===== config.mk =====
export PLATFORM = sky130hd
export DESIGN_NAME = noc_inject_arbiter
export DESIGN_NICKNAME = d
export VERILOG_FILES = /design/src/rtl/noc_inject_arbiter.sv
export SDC_FILE = /design/constraint.sdc
export NUM_CORES = 1
export LEC_CHECK = 0
export CELL_PAD_IN_SITES_DETAIL_PLACEMENT = 0
export CELL_PAD_IN_SITES_GLOBAL_PLACEMENT = 1
export CORE_ASPECT_RATIO = 1.5
export CORE_MARGIN = 1.5
export CORE_UTILIZATION = 24
export DETAILED_ROUTE_END_ITERATION = 12
export HOLD_SLACK_MARGIN = 0.1
export PLACE_DENSITY_LB_ADDON = 0.1
export SYNTH_ARGS = -nofsm -noshare
export SYNTH_HDL_FRONTEND = slang
export SYNTH_SLANG_ARGS = --single-unit

===== constraint.sdc =====
create_clock -name noc_clk -period 3.2 [get_ports noc_clk]
set_input_delay 0.48 -clock noc_clk [delete_from_list [all_inputs] [get_ports noc_clk]]
set_output_delay 0.48 -clock noc_clk [all_outputs]
set_load 0.01 [all_outputs]

===== src/rtl/noc_inject_arbiter.sv =====
// Purpose : round-robin wormhole arbiter sharing one NoC injection link among NUM_REQ sources, credit gated.
// Latency : 1 cycle from req_valid/req_ready handshake to out_valid (registered output, one flit of buffering).
// Backpr. : req_ready drops when credit is exhausted or the output register is full and out_ready is low.
//
// Ports:
//   noc_clk, rst_n            clock, asynchronous active-low reset
//   req_valid/ready/flit      per-requester flit handshake; requester i flit at req_flit[i*DATA_W +: DATA_W]
//   req_is_header/is_tail     per-requester packet framing markers
//   out_valid/ready/flit      registered link output with framing markers out_is_header/out_is_tail
//   out_VCready               one-cycle credit return pulse from the downstream VC buffer
//   grant                     one-hot owner of the link while a packet is in flight, 0 when idle
//   err                       sticky protocol error; only built when NOC_ARB_PROTOCOL_CHECK_EN is defined
`ifndef Noc_Data_Width
`define Noc_Data_Width 32
`endif

module noc_inject_arbiter #(
    parameter int NUM_REQ      = 4,
    parameter int DATA_W       = `Noc_Data_Width,
    parameter int CREDIT_DEPTH = 4
) (
    input  logic                      noc_clk,
    input  logic                      rst_n,
    input  logic [NUM_REQ-1:0]        req_valid,
    output logic [NUM_REQ-1:0]        req_ready,
    input  logic [NUM_REQ*DATA_W-1:0] req_flit,
    input  logic [NUM_REQ-1:0]        req_is_header,
    input  logic [NUM_REQ-1:0]        req_is_tail,
    output logic                      out_valid,
    input  logic                      out_ready,
    output logic [DATA_W-1:0]         out_flit,
    output logic                      out_is_header,
    output logic                      out_is_tail,
    input  logic                      out_VCready,
    output logic [NUM_REQ-1:0]        grant,
    output logic                      err
);

    localparam int IDX_W = (NUM_REQ > 1) ? $clog2(NUM_REQ) : 1;
    localparam int CW    = $clog2(CREDIT_DEPTH + 1);
    localparam logic [CW-1:0] CRED_MAX = CW'(CREDIT_DEPTH);

    typedef struct packed {
        logic              hdr;
        logic              tl;
        logic [DATA_W-1:0] dat;
    } flit_t;

    typedef enum logic {IDLE, LOCKED} state_t;

    state_t             state;
    flit_t              out_q;
    logic [IDX_W-1:0]   rr_ptr;
    logic [IDX_W-1:0]   owner;
    logic [IDX_W-1:0]   sel_idx;
    logic               sel_vld;
    logic [CW-1:0]      credit;
    logic               can_load;
    logic               accept;
    logic               vc_inc;
    logic [DATA_W-1:0]  flit_arr [NUM_REQ];

    for (genvar g = 0; g < NUM_REQ; g++) begin : g_unpack
        assign flit_arr[g] = req_flit[g*DATA_W +: DATA_W];
    end

    assign can_load = (credit != '0) && (!out_valid || out_ready);

    // Idle: first header-valid requester after rr_ptr, with wrap. Locked: the owner only,
    // independent of its valid so the packet body streams without re-arbitration.
    always_comb begin
        logic [IDX_W-1:0] cand;
        sel_vld = 1'b0;
        sel_idx = owner;
        cand    = '0;
        if (state == LOCKED) begin
            sel_vld = 1'b1;
        end else begin
            for (int k = 1; k <= NUM_REQ; k++) begin
                cand = IDX_W'((int'(rr_ptr) + k) % NUM_REQ);
                if (!sel_vld && req_valid[cand] && req_is_header[cand]) begin
                    sel_vld = 1'b1;
                    sel_idx = cand;
                end
            end
        end
    end

    always_comb begin
        req_ready          = '0;
        req_ready[sel_idx] = sel_vld && can_load;
    end

    assign accept = sel_vld && can_load && req_valid[sel_idx];
    // A return while already full is bogus and must not push credit past the buffer depth.
    assign vc_inc = out_VCready && (credit != CRED_MAX);

    always_ff @(posedge noc_clk or negedge rst_n) begin
        if (!rst_n) begin
            state     <= IDLE;
            out_q     <= '0;
            out_valid <= 1'b0;
            rr_ptr    <= IDX_W'(NUM_REQ - 1);
            owner     <= '0;
            grant     <= '0;
            credit    <= CRED_MAX;
        end else begin
            if (accept) begin
                out_q     <= '{hdr: req_is_header[sel_idx], tl: req_is_tail[sel_idx], dat: flit_arr[sel_idx]};
                out_valid <= 1'b1;
            end else if (out_ready) begin
                out_valid <= 1'b0;
            end

            case ({accept, vc_inc})
                2'b10:   credit <= credit - 1'b1;
                2'b01:   credit <= credit + 1'b1;
                default: credit <= credit;
            endcase

            if (accept) begin
                case (state)
                    IDLE: begin
                        if (req_is_tail[sel_idx]) begin
                            rr_ptr <= sel_idx;
                        end else begin
                            state <= LOCKED;
                            owner <= sel_idx;
                            grant <= NUM_REQ'(1) << sel_idx;
                        end
                    end
                    LOCKED: begin
                        if (req_is_tail[sel_idx]) begin
                            state  <= IDLE;
                            rr_ptr <= owner;
                            grant  <= '0;
                        end
                    end
                    default: state <= IDLE;
                endcase
            end
        end
    end

    assign out_flit      = out_q.dat;
    assign out_is_header = out_q.hdr;
    assign out_is_tail   = out_q.tl;

`ifdef NOC_ARB_PROTOCOL_CHECK_EN
    logic err_q;
    logic proto_viol;

    // Body flit waiting while the link could take a header, a header inside a locked
    // packet, or a credit return with nothing outstanding.
    always_comb begin
        proto_viol = 1'b0;
        if ((state == IDLE) && can_load && |(req_valid & ~req_is_header))
            proto_viol = 1'b1;
        if ((state == LOCKED) && accept && req_is_header[sel_idx])
            proto_viol = 1'b1;
        if (out_VCready && (credit == CRED_MAX))
            proto_viol = 1'b1;
    end

    always_ff @(posedge noc_clk or negedge rst_n) begin
        if (!rst_n) err_q <= 1'b0;
        else        err_q <= err_q | proto_viol;
    end

    assign err = err_q;
`else
    assign err = 1'b0;
`endif

endmodule


; ---- After elaboration in Yosys (flattened, before gate mapping)
; Index checks and enable logic that the tools add are counted.
[totals]
regBits = 47
inputBits = 144
out_inout_bits = 44
word_cells = 106
[classes]
n_addsub = 6
magnitude_cmp = 7
eq_ne = 6
shift = 1
n_mux = 50
bitwise = 4
n_reduce_logical = 23
[ops]
columns = op, n
row1 = binary-select mux 32 bit (select 2 bit), 1
row2 = 2-to-1 mux 32 bit, 2
row3 = 2-to-1 mux 1 bit, 23
row4 = binary-select mux 1 bit (select 2 bit), 11
row5 = < comparator 2 x 3 -> 1 bit (second input constant), 5
row6 = 2-to-1 mux 2 bit, 7
row7 = logical AND 1 bit, 12
row8 = AND reduction 3 bit, 3
row9 = 2-to-1 mux 4 bit, 2
row10 = one-hot mux 4 bit (2 select lines), 1
row11 = one-hot mux 3 bit (2 select lines), 1
row12 = adder 2 x 1 -> 2 bit (second input constant), 2
row13 = adder 2 bit (second input constant), 2
row14 = bitwise AND 4 bit, 1
row15 = zero test 1 bit, 4
row16 = inequality test 2 bit (second input constant), 2
row17 = one-hot mux 2 bit (2 select lines), 1
row18 = nonzero test 2 bit, 2
row19 = << shifter 1 x 2 -> 4 bit (first input constant), 1
row20 = adder 3 x 1 -> 3 bit (second input constant), 1
row21 = >= comparator 3 bit (second input constant), 1
row22 = inequality test 3 bit (second input constant), 1
row23 = NOT 2 -> 3 bit, 1
row24 = nonzero test 3 bit, 1
row25 = other kinds (8), 9

; ---- Logic depth before layout (Yosys ltp)
[logic_depth]
word_depth = 26
depth_mapped = 16
depth_no_buf = 13

; ---- Worst setup path before layout
; Ideal clock, no wire load.
[synth_timing]
path_type = register to register
startpoint = reg rr_ptr[1]
endpoint = reg credit[2]
setup_ns = 0.075
t_arrival_ns = 3.215
required_time_ns = 3.125
path_slack_ns = -0.090
path_stages_with_launch = 16
path_buffers = 2
period_less_slack_ns = 3.290
path_cell_list = dfstp_2 > buf_2 > and3b_1 > or4b_1 > a22o_1 > o311ai_1 > nand4_1 > a21boi_4 > inv_2 > buf_2 > ha_1 > inv_1 > fa_1 > xor2_1 > nor2_1 > xor2_1
[synth_via]
elab_chain_len = 26
word_cells_on_any_way = 51
classes_between = add/sub (4) / eq/ne (2) / mux (32) / reduce/logical (13)
[synth_lines]
columns = element, line
row1 = from (decl), 53  ; logic [IDX_W-1:0] rr_ptr;
row2 = from (signal assigned), 103  ; rr_ptr <= IDX_W'(NUM_REQ - 1);
row3 = from (signal assigned), 125  ; rr_ptr <= sel_idx;
row4 = from (signal assigned), 135  ; rr_ptr <= owner;
row5 = adder 2 x 1 -> 2 bit, 80  ; cand = IDX_W'((int'(rr_ptr) + k) % NUM_REQ);
row6 = binary-select mux 1 bit (select 2 bit), 81  ; if (!sel_vld && req_valid[cand] && req_is_header[cand]) begin
row7 = 2-to-1 mux 1 bit (not written as such), 81
row8 = logical AND 1 bit, 81
row9 = 2-to-1 mux 1 bit, 81
row10 = 2-to-1 mux 1 bit, 76  ; if (state == LOCKED) begin
row11 = zero test 1 bit, 81
row12 = logical AND 1 bit (2 in series), 81
row13 = [... 8 more ...], -
row14 = logical AND 1 bit (2 in series), 81
row15 = 2-to-1 mux 2 bit, 81
row16 = 2-to-1 mux 2 bit, 76
row17 = binary-select mux 1 bit (select 2 bit), 94  ; assign accept = sel_vld && can_load && req_valid[sel_idx];
row18 = 2-to-1 mux 1 bit (not written as such), 94
row19 = logical AND 1 bit *, 94
row20 = == test 2 x 1 -> 1 bit / == test 2 bit (equally long branches), 115  ; case ({accept, vc_inc})
row21 = one-hot mux 3 bit (2 select lines) / nonzero test 2 bit (equally long branches), -
row22 = to (signal assigned), 116  ; 2'b10: credit <= credit - 1'b1;
row23 = to (signal assigned), 117  ; 2'b01: credit <= credit + 1'b1;
row24 = to (signal assigned), 118  ; default: credit <= credit;
row25 = to (decl), 57  ; logic [CW-1:0] credit;
; Every way passes the cells marked *; elsewhere a longest branch is shown, timed or not. The select of a mux whose other input is x is not followed.
; A chain may end at the register's enable or synchronous reset.

; ---- Worst setup path after layout
[layout_timing]
startpoint = reg rr_ptr[1]
endpoint = reg rr_ptr[1]
[layout_via]
elab_chain_len = 25
word_cells_on_any_way = 54
classes_between = add/sub (4) / eq/ne (2) / mux (35) / reduce/logical (13)
[layout_lines]
columns = element, line
row1 = adder 2 x 1 -> 2 bit, 80
row2 = binary-select mux 1 bit (select 2 bit), 81
row3 = 2-to-1 mux 1 bit (not written as such), 81
row4 = logical AND 1 bit, 81
row5 = 2-to-1 mux 1 bit, 81
row6 = 2-to-1 mux 1 bit, 76
row7 = zero test 1 bit, 81
row8 = logical AND 1 bit (2 in series), 81
row9 = [... 7 more ...], -
row10 = zero test 1 bit, 81
row11 = logical AND 1 bit (2 in series), 81
row12 = 2-to-1 mux 2 bit, 81
row13 = 2-to-1 mux 2 bit, 76
row14 = "binary-select mux 1 bit (select 2 bit), on equally long branches", "124, 133, 94"
row15 = "2-to-1 mux 1 bit, on equally long branches", "124, 133, 94"
row16 = inequality test 2 bit (no line) (tied with other cells), -
row17 = AND reduction 3 bit (no line), -
; Several ways; a longest one is shown, not always the timed one. The select of a mux whose other input is x is not followed.

==> reports/results.txt <==
Tmin final: 3.10 ns
Syn Nets: 596
Core Footprint: 0.0141 mm2
Fin. Hold Viols: 0
Total Wirelength: 16400 um
Yosys reg bits: 47
die area: 0.0152 mm2
dpl cell area: 0.00579 mm2
max incr delay on CP: 0.58 ns
crit path capture type: flop
CTS Buf Count: 5
Area Growth Syn to Fin: 75.6%
status: complete, no violations
syn_area_per_cell: 7.73 um2
FP Rows: 53
post-route cell area: 0.00608 mm2
antenna violations before repair: 0
Vias: 4283
Final ANT Viol Nets: 0
Warnings, synthesis: 0
RD Place Congestion: 0.853
DRT Pass-1 Iters: 4
worst hold path class: in -> async
htree depth: 2
Die X: 101 um
footprint of the multi-input gates: 0.00218 mm2
global-route wire length before repair: 24900 um
P_leak: 2.65 nW
Initial Utilization: 24.6%
f_max: 323 MHz
Fin Hold WS: 0.215 ns
Die Y: 150 um
drt drc: 0
Setup TNS: 0 ns
CTS clk-pin slew, worst paths: 0.07 ns
grt ovf: 0
crit path max fanout: 6
post-synthesis cell type count: 57
Slew headroom: 54.1%
sequential area share after synthesis: 34.1%
CTS Root Buffer Type: clkbuf_16
top_reg_cell synth: dfrtp_1
DP HPWL: 11800 um
Mapped Cells: 448
# hold bufs at CTS: 0
share of cells above drive strength 1: 15.0%
TritonCTS clock tree: done
slowest CP cell: dfstp_2
Synth async-reset ratio: 100%
Slew Viols, Final: 0
CP required: 3.42 ns
max cap viols: 0
# nets final: 801
port buffer count: 186
Filler cells: 1479
Least-Margin Pin Slew: 0.689 ns
worst ir drop on vdd: 0.000347 V
synthesized area: 0.00346 mm2
crit-path cells: buf_4, a21boi_2, a21oi_1, a221oi_2, o21ai_4, buf_4, and3_4, nand2_1, nand2_2, ha_2, or3_4, mux2i_1, mux2_1
DR vias/cell: 5.06
DRT iter0 DRCs: 193
clk buf depth: 2
Sequential Area: 0.00118 mm2
Clock Latency Late Sink: 0.29 ns
ANT cells: 0
most common cell after layout, fill and taps aside: clkdlybuf4s50_1
Worst setup SP type: flop
unrepaired setup endpoints after global routing: yes
All-Layer GR Usage: 21.6%
WS Path Type: reg -> reg
P per Cell Area: 888 mW/mm2
Data arrival, critical path: 3.32 ns
Final setup viols: 0
largest net degree at the start of global routing: 68
Sink Count: 47
clock skew: 0.00726 ns
io pins: 188
Tot Pwr: 5.40 mW
routed len/inst: 19.3 um
highest-count cells in the layout ignoring fill and taps: clkdlybuf4s50_1, nor2_1, nor4_1
Period Utilization, post-route: 96.9%
vias in the first global route: 4517
EDFF count, synth: 0
Most common cell on crit path: buf_4
==> worst max-delay path: cells and delay by family, from the launching register on <==
family	cells	cell delay [ns]
buf+inv	2	0.30
compound gates	4	0.77
flops	1	0.58
fa+ha+maj	1	0.18
simple gates	4	0.71
mux	2	0.49
==> kinds of logic (layout without fill, tap and decap cells) <==
| kind of cell | Yosys count | in the layout | share of synthesized area (%) |
|---|---|---|---|
| AND/OR/NAND/NOR | 245 | 245 | 33.5 |
| AO/OA/AOI/OAI | 86 | 86 | 20.3 |
| buffers and inverters | 54 | 260 | 7.16 |
| flip-flops | 47 | 47 | 34.1 |
| multiplexers | 8 | 8 | 2.39 |
| adder cells (fa/ha/maj) | 4 | 4 | 1.66 |
| XOR/XNOR | 3 | 3 | 0.759 |
| other | 1 | 1 | 0.108 |
==> where the power goes <==
part | total [mW] | internal [mW] | switching [mW]
clock | 0.573 | 0.334 | 0.240
combinational | 3.73 | 1.71 | 2.03
sequential | 1.09 | 0.902 | 0.193
total | 5.40 | 2.94 | 2.46
==> synth_stat cells, types with 4 or more instances <==
cell	number	area, um2
dfrtp_1	44	1100
nand2_1	9	33.8
clkbuf_1	25	93.8
o21ai_0	8	40.0
mux2i_1	6	60.1
a21oi_1	6	30.0
a21boi_0	4	30.0
nor4_1	68	425
inv_1	10	37.5
buf_2	12	60.1
nor3_1	9	45.0
a211o_1	34	298
nor2_1	139	522
==> per-stage QoR <==
step	utilization, %	setup slack (ns)	cells
floorplan	-	0.00218	448
global placement	41.2	-0.518	833
detailed placement	41.2	-0.558	833
CTS	42.4	0.0272	841
global route	43.3	-0.0786	846
finish	43.3	0.0996	846
==> per-layer routing <==
layer / vias to the layer above / GRT usage, % / part of all wire (%)
met4: 0 / 10.0 / 4.2
met2: 149 / 41.6 / 55
met5: - / 0 / 0
met3: 33 / 3.44 / 4.7
met1: 2064 / 22.2 / 36
li1: 2037 / - / -
==> sequential cells by signal (all words and copies together) (netlist names) <==
name and count:
owner 2, rr_ptr 2, out_flit 32, state 1
credit 3, grant 4, out_valid 1, out_is_tail 1
out_is_header 1
==> repair_timing <==
action                                  CTS  global route
pin swaps                                 4            14
setup buffers                             1             5
gates resized for setup                  20            23
endpoints found under the setup margin    7            10
==> worst paths after layout <==
path / end / slack (ns) / depth (start not counted) / startpoint
worst max register to register: rr_ptr[1] / 0.1 / 13 / rr_ptr[1]
max in group asynchronous: rr_ptr[0] / 2.27 / 2 / rst_n
worst min-delay path: out_flit[27] / 0.21 / 1 / rst_n
worst min register to register: out_is_header / 0.49 / 1 / out_is_header
min in group noc_clk: out_is_header / 0.49 / 1 / out_is_header
worst max-delay path: rr_ptr[1] / 0.1 / 13 / rr_ptr[1]
==> cell type report <==
cell class	count	share of cell area (%)
clock buffers	8	2.57
inverters	11	0.679
multi-input cells	347	35.8
flip-flops and latches	47	19.4
well taps	192	3.95
repair buffers	241	37.6
(Power assumes the default switching activity.)
